<file path="config.mk">
export PLATFORM = sky130hd
export DESIGN_NAME = rom_loader_packer
export DESIGN_NICKNAME = d
export VERILOG_FILES = /design/src/rtl/rom_loader_packer.sv
export SDC_FILE = /design/constraint.sdc
export NUM_CORES = 1
export LEC_CHECK = 0
export CAP_MARGIN = 20
export CORE_MARGIN = 4
export CORE_UTILIZATION = 62
export DETAILED_ROUTE_END_ITERATION = 8
export PLACE_DENSITY = 0.84
export SYNTH_ARGS = -nofsm -noshare
export SYNTH_HDL_FRONTEND = slang
export SYNTH_SLANG_ARGS = --single-unit
</file>
<file path="constraint.sdc">
create_clock -name clk -period 6.7 [get_ports clk]
set_input_delay 1.005 -clock clk [delete_from_list [all_inputs] [get_ports clk]]
set_output_delay 1.005 -clock clk [all_outputs]
set_load 0.02 [all_outputs]
</file>
<file path="src/rtl/rom_loader_packer.sv">
// Packs iosys loader bytes into big-endian 16-bit words, queues them in a small FIFO and
// writes them to SDRAM through a toggle req/ack handshake; owns md_on and rom_size.
module rom_loader_packer #(
   parameter int FIFO_DEPTH = 4,
   parameter int ADDR_BITS  = 22
) (
   input  logic                 clk,
   input  logic                 reset,
   input  logic [2:0]           loading,
   input  logic [7:0]           loader_do,
   input  logic                 loader_do_valid,
   output logic [ADDR_BITS-2:0] mem_addr,
   output logic [15:0]          mem_din,
   output logic [1:0]           mem_be,
   output logic                 mem_req,
   input  logic                 mem_ack,
   output logic                 md_on,
   output logic [ADDR_BITS-1:0] rom_size,
   output logic                 overflow,
   output logic                 idle
);

   localparam int PW = $clog2(FIFO_DEPTH);
   localparam int EW = (ADDR_BITS - 1) + 16 + 2;

   typedef enum logic [1:0] {IDLE = 2'd0, LOAD = 2'd1, DRAIN = 2'd2, RUN = 2'd3} state_t;

   state_t                 state_r, state_s;
   logic                   load_r;
   logic                   start_s, end_s;
   logic [ADDR_BITS-1:0]   count_r;
   logic [7:0]             hold_r;
   logic [EW-1:0]          fifo_r [FIFO_DEPTH];
   logic [PW:0]            wr_ptr_r, rd_ptr_r;
   logic                   empty_s, full_s;
   logic                   push_s, push_ok_s, pop_s;
   logic [EW-1:0]          push_word_s;
   logic                   ack_prev_r, ack_tgl_s, pending_r;
   logic                   idle_s;

   assign start_s   = (loading != 3'd0) && !load_r;
   assign end_s     = (loading == 3'd0) && load_r;
   assign empty_s   = (wr_ptr_r == rd_ptr_r);
   assign full_s    = (wr_ptr_r[PW] != rd_ptr_r[PW]) && (wr_ptr_r[PW-1:0] == rd_ptr_r[PW-1:0]);
   // Completion is a toggle of mem_ack, so an ack left over from before a reset is harmless.
   assign ack_tgl_s = (mem_ack != ack_prev_r);
   assign idle_s    = empty_s && !pending_r;
   assign idle      = idle_s;
   // A word leaves the FIFO the moment it is issued; the output registers hold it until acked.
   assign pop_s     = !start_s && !empty_s && (!pending_r || ack_tgl_s);
   assign push_ok_s = push_s && (!full_s || pop_s);

   // Session state register.
   always_ff @(posedge clk) begin
      if (reset) begin
         state_r <= IDLE;
      end else begin
         state_r <= state_s;
      end
   end

   // Next-state logic: a start edge always wins.
   always_comb begin
      state_s = state_r;
      if (start_s) begin
         state_s = LOAD;
      end else begin
         case (state_r)
            LOAD:    if (end_s) state_s = DRAIN; else state_s = LOAD;
            DRAIN:   if (idle_s) state_s = RUN; else state_s = DRAIN;
            default: state_s = state_r;
         endcase
      end
   end

   // Word assembly: full words on odd bytes, a half word flush on an odd-length end edge.
   always_comb begin
      push_s      = 1'b0;
      push_word_s = '0;
      if (state_r == LOAD && !start_s) begin
         if (end_s) begin
            if (count_r[0]) begin
               push_s      = 1'b1;
               push_word_s = {count_r[ADDR_BITS-1:1], hold_r, 8'h00, 2'b10};
            end else begin
               push_s = 1'b0;
            end
         end else if (loader_do_valid && count_r[0]) begin
            push_s      = 1'b1;
            push_word_s = {count_r[ADDR_BITS-1:1], hold_r, loader_do, 2'b11};
         end else begin
            push_s = 1'b0;
         end
      end else begin
         push_s = 1'b0;
      end
   end

   // FIFO storage needs no reset; validity is carried by the pointers.
   always_ff @(posedge clk) begin
      if (push_ok_s && !start_s) begin
         fifo_r[wr_ptr_r[PW-1:0]] <= push_word_s;
      end
   end

   // Datapath, issuer and status registers.
   always_ff @(posedge clk) begin
      if (reset) begin
         load_r     <= 1'b0;
         count_r    <= '0;
         hold_r     <= 8'h00;
         wr_ptr_r   <= '0;
         rd_ptr_r   <= '0;
         ack_prev_r <= mem_ack;
         pending_r  <= 1'b0;
         mem_addr   <= '0;
         mem_din    <= 16'h0000;
         mem_be     <= 2'b00;
         mem_req    <= 1'b0;
         md_on      <= 1'b0;
         rom_size   <= '0;
         overflow   <= 1'b0;
      end else begin
         load_r     <= (loading != 3'd0);
         ack_prev_r <= mem_ack;
         if (ack_tgl_s) pending_r <= 1'b0;
         if (pop_s) begin
            {mem_addr, mem_din, mem_be} <= fifo_r[rd_ptr_r[PW-1:0]];
            mem_req   <= ~mem_req;
            pending_r <= 1'b1;
            rd_ptr_r  <= rd_ptr_r + (PW+1)'(1);
         end
         if (start_s) begin
            count_r  <= '0;
            hold_r   <= 8'h00;
            wr_ptr_r <= '0;
            rd_ptr_r <= '0;
            overflow <= 1'b0;
         end else begin
            if (push_ok_s) begin
               wr_ptr_r <= wr_ptr_r + (PW+1)'(1);
            end else if (push_s) begin
               overflow <= 1'b1;
            end
            if (state_r == LOAD && !end_s && loader_do_valid) begin
               count_r <= count_r + ADDR_BITS'(1);
               if (!count_r[0]) hold_r <= loader_do;
            end
         end
         md_on <= (state_s == RUN);
         if (state_r == DRAIN && state_s == RUN) rom_size <= count_r;
      end
   end

endmodule

</file>
# After elaboration in Yosys (flattened, before gate mapping)
# Memories as Yosys holds them, arrays and structs flattened. A register that Yosys moved wholly into a read port is not among the register bits.
# Index checks and enable logic that the tools add are counted.
# classes
add_sub_neg,3
mul,0
div_mod_pow,0
n_lt_le_gt_ge,0
n_eq_ne,7
shifts,0
mux,16
n_bitwise,3
reduce_logical,27
# op_table
op,count
$mux W39,4
$add A22 B1 Y22 const B,1
$logic_and A1 B1 Y1,13
$mux W1,9
$add A3 B1 Y3 const B,2
$logic_not A1 Y1,6
$eq A2 B2 Y1 const B,2
$mux W2,2
$pmux W2 S2,1
$reduce_and A2 Y1,2
$eq A3 B3 Y1,1
$logic_not A3 Y1,1
$not A1 Y1,3
$reduce_bool A3 Y1,1
$eq A2 B1 Y1 const B,1
$eq A2 B2 Y1,1
$logic_or A1 B1 Y1,2
$ne A1 B1 Y1,2
$reduce_bool A2 Y1,1
$reduce_or A2 Y1,1
# word_totals
ff_bits,66
latchBits,0
ram_bits,156
rom_bits,0
in_bits,15
output_inout_bits,65
wordCells,69
n_memories,1
# memory_table
name,depth,word_bits,rd,rd_ports_with_merged_regs,wr,line_no,text
fifo_r,4,39,1,1,1,33,logic [EW-1:0] fifo_r [FIFO_DEPTH];

# Depth between registers and ports, before layout
# depth
word_depth,10
mapped_depth,8

# Worst setup path after synthesis
# Ideal clock, no wire load.
# synth_timing
kind,input to register
start,input loading[1]
end,memory fifo_r[0][0] (netlist name) (enable)
setup_ns,0.400
arrival_time_ns,3.108
path_slack_ns,3.191
cell_stages,5
n_path_buf,1
cell_sequence,or4b_1 > buf_6 > a31oi_4 > a21boi_4 > and2_1
# synth_between
elab_chain_len,10
word_cells_on_any_way,15
cone_classes,4 x mux; 11 x reduce/logical
# synth_lines
item,line_no,text
"start, declared",9,"input logic [2:0] loading,"
$reduce_bool A3 Y1,41,assign start_s = (loading != 3'd0) && !load_r;
$logic_and A1 B1 Y1,41,
$logic_not A1 Y1,"50, 80, 101",
$logic_and A1 B1 Y1 (2 in series),50,assign pop_s = !start_s && !empty_s && (!pending_r || ack_tgl_s);
$logic_or A1 B1 Y1,51,assign push_ok_s = push_s && (!full_s || pop_s);
$logic_and A1 B1 Y1,51,
$logic_and A1 B1 Y1 *,101,if (push_ok_s && !start_s) begin
$mux W1 *,101,
$mux W1 (not written as such) *,102,fifo_r[wr_ptr_r[PW-1:0]] <= push_word_s;
"end, declared",33,
# Mark *: on every way between the ends. The rest lies on a longest branch, timed or not.

# Worst setup path in the final report
# layout_timing
start,input loading[1]
end,memory fifo_r[0][5] (netlist name) (enable)
# Same word-level chain as after synthesis.

==> impl_summary.md <==
Outcome
The run finished with clean final reports.

CTS
The TritonCTS clock tree is built. CTS built an H-tree with a depth of 1. At the later pin of the worst-skew pair, clock insertion delay measures 0.52 ns.

After clock tree synthesis, the clock-pin slew on the worst setup and hold paths is 0.06 ns. The total of cells resized after clock tree synthesis is 0. The hold-fix buffer count after cts is 0. The total CTS buffers is 26. The post-CTS setup repair buffer count is 0.

The TritonCTS sink count is 261. The clock passes through at most 3 buffers. In this run the clock root is driven by a clkbuf_16.

Logic synthesis
In this run the mean area of a mapped cell was 13.9 um^2. The total nets after synthesis is 796. After synthesis, the share of flip-flops with an asynchronous set or reset is 0%.

Of the synthesized area, sequential elements account for a little over three fifths. After synthesis, the netlist uses 56 different library cells. The post-synthesis instance area is 0.0107 mm^2. The synthesized design contains roughly 260 register bits. The warning count from the yosys run is 0. The number of flops mapped to enable cells by yosys is 156. The most instantiated flip-flop cell in the synthesis netlist is edfxtp_1. The gate count after technology mapping is around 770.

Worst setup path
In this run the number of cells on the critical path is 6. Measured in cells, the most critical reg-to-reg path has a length of 5. The register-to-register setup slack is about 2.8 ns. The worst register-to-register path begins at load_r$_SDFF_PP0_. The signal on the critical path passes through clkdlybuf4s50_1 > or4b_1 > a31oi_4 > a21boi_4 > and2_1 > buf_4.

The largest stage delay on the critical path is 0.88 ns. The critical path start-end classification is in -> reg. The kind of cell adding the most delay to the critical path is simple AND/OR/NAND/NOR gates. The required time of the worst setup path is a little under 7 ns. Along the worst path, the maximum fanout reaches 35. The number of buffer and inverter instances along the worst setup path is 2. The slowest library cell on the worst path is a31oi_4. The type of destination of the critical path is a register. For the worst setup path, the data arrival time is 4.68 ns. The endpoint identified for the worst register-to-register timing path is fifo_r[0][5]$_DFFE_PP_. The startpoint kind of the worst setup timing path is an input pin.

Routing
Dividing the detail-routed via count by the number of cells gives ~6.1. The pre-antenna-repair detailed-routing pass consisted of 5 iterations. The average wire per cell in the routed design is around 21 um.

The vias after detailed routing is 6,610. The total wirelength of the detailed-routed design is ~23 mm. The post-detailed-route count of antenna-violating nets is 0. The total DRC errors in the routed layout is 0.

The first-iteration detailed-routing DRC count is 569.

Hold path
The worst hold path passes through 2 cells. For hold timing, the worst endpoint is rom_size[5]$_SDFFE_PP0P_. The path class of the tightest hold or removal check is reg -> reg. The worst min-delay path startpoint is rom_size[5]$_SDFFE_PP0P_.

Run
Across the run, the number of max-cap violations was 0.

Floorplanning
Pin placement for this block handled 80 I/O pins. Row generation in the floorplan step produced 47 rows. The die footprint is between 0.015 and 0.02 mm^2. The die is 140 um wide. Once the floorplan was initialized, standard cells occupied between 60 and 70% of the core.

The floorplan step defined a core boundary enclosing around 0.017 mm^2. The die extent in y is 140 um.

STA
The hold violation total from the final report is 0. The final count of negative-setup-slack endpoints is 0. The final-report max-slew violation count is 0.

Headroom to the max-slew limit came out at between 30% and 40%. For the final database, setup skew stands at 0.0130 ns. The worst path uses 67.3% of the clock period. The smallest setup slack after layout is 2.19 ns. The clock period minus final worst setup slack is 4.51 ns. The actual transition at the worst max-transition pin is a little under 1 ns.

Hold is met by 0.474 ns. The setup TNS is 0 ns. Setup repair after global routing left no endpoint under its margin. Based on the critical path, the design can be clocked at up to around 220 MHz.

Placed design
Buffers placed on the I/O ports in this run total 79. The final weighted congestion of routability-driven global placement is 0.812. The number of placed instances, taps included is 1,031. Prior to clock tree synthesis, the placed netlist has a worst setup slack of 1.67 ns. The detailed placement HPWL is 13.9 mm.

Global route
In the global route stage, overall resource usage came out at 23.5%. Entering global routing, the biggest net connects 90 pins. The global route total overflow is 0. The number of antenna violations at the first check in global routing is 0. The number of global-route vias before repair is roughly 6,800.

The global-route wire length before repair is 36.9 mm.

Final layout
The number of antenna cells inserted is 0. Excluding fillers, the count of instances in the completed layout stands at approximately 1,100. The fraction of final layout cells sized beyond drive strength 1 is 14.4%. The area added between synthesis and finish is 16.3%.

Fill cells in the final layout number 1,000. Leaving out fill and tap cells, the most frequent cells in the layout are edfxtp_1, dfxtp_1, clkdlybuf4s50_1. The leading cell type in the layout, fill and taps excluded is edfxtp_1. The number of nets in the layout is approximately 860.

Pwr
The maximum vdd ir drop is 184 uV. The leakage dissipation is 0.00383 uW. Overall power consumption after layout is estimated at 3190 uW.

In this run the power density over the cells is 256 mW/mm^2.
[worst max path at each step]
stage	end	slack, ns	from
after floorplan	fifo_r[0][0]$_DFFE_PP_	3.19	loading[1]
after global placement	fifo_r[2][3]$_DFFE_PP_	1.87	loading[1]
after detailed placement	fifo_r[0][34]$_DFFE_PP_	1.67	loading[1]
after CTS	fifo_r[0][5]$_DFFE_PP_	2.20	loading[1]
after global routing	fifo_r[2][11]$_DFFE_PP_	2.00	loading[1]
final	fifo_r[0][5]$_DFFE_PP_	2.19	loading[1]
[sequential cells by signal, summed over array words and instances (netlist names)]
signal and flops:
mem_din 16, hold_r 8, state_r 2, mem_be 2, overflow 1, count_r 22
mem_req 1, pending_r 1, md_on 1, rom_size 22, fifo_r 156, ack_prev_r 1
load_r 1, wr_ptr_r 3, mem_addr 21, rd_ptr_r 3
[area by class of cell]
| class | instances | area [um^2] | area share (%) |
|---|---|---|---|
| clock buffer | 40 | 734 | 5.88 |
| multi-input combinational | 452 | 3660 | 29.3 |
| sequential | 261 | 6790 | 54.3 |
| inverter | 6 | 22.5 | 0.180 |
| timing repair buffer | 93 | 923 | 7.39 |
| clock inverter | 8 | 88.8 | 0.711 |
| tap | 220 | 275 | 2.20 |
[tightest hold or removal path, stage by stage, from the launching register on]
cell	delay [ns]
dfxtp_1	0.31
nand2b_1	0.06
mux2i_1	0.05
[synth_stat cells (2+ instances only)]
cell,n,area [um^2]
inv_1,6,22.5
buf_1,2,7.51
nor2_1,15,56.3
nand3_1,49,245
a21oi_1,59,295
a22o_1,2,17.5
nor4_1,4,25.0
xnor2_4,2,55.1
nor3_1,3,15.0
nand2_1,24,90.1
and3_1,3,18.8
or2b_2,21,184
or2b_1,9,67.6
or4_1,9,67.6
buf_6,5,56.3
xnor2_1,2,17.5
edfxtp_1,156,4680
mux4_2,39,878
buf_2,11,55.1
o31ai_1,9,67.6
mux2i_1,39,390
o311a_1,2,20.0
or3_1,7,43.8
nand2b_1,21,131
clkbuf_1,32,120
o21ai_0,47,235
ha_1,8,100
nand4_1,9,56.3
dfxtp_1,105,2100
buf_4,2,15.0
or4b_1,2,20.0
and2_1,43,269
and4_1,3,26.3
[report_power, final]
group | switching, uW | internal (uW)
sequential | 5.47 | 1690
clock | 565 | 829
combinational | 65.1 | 38.3
[layer usage]
metal	routed length [um]	share of wire, %	GRT usage (%)
met1	9240	40	31.3
met2	12000	52	40.9
met5	0	0	0
met3	1240	5.4	3.60
met4	414	1.8	5.92
[metrics by stage]
stage                     utilization, %  area, um^2
after global placement              69.3       11600
final                               74.5       12500
after CTS                           74.4       12500
after global routing                74.5       12500
after detailed placement            69.5       11600
after floorplan                        -       10700
[kinds of logic after synthesis]
group | share of synthesized area (%)
adders and majority gates | 0.932
AOI/OAI and AO/OA | 7.14
and+or+nand+nor | 13.3
DFF | 63.2
xor gates and xnor gates | 0.909
muxes | 11.8
buffers and inverters | 2.75
(Power assumes the default switching activity.)
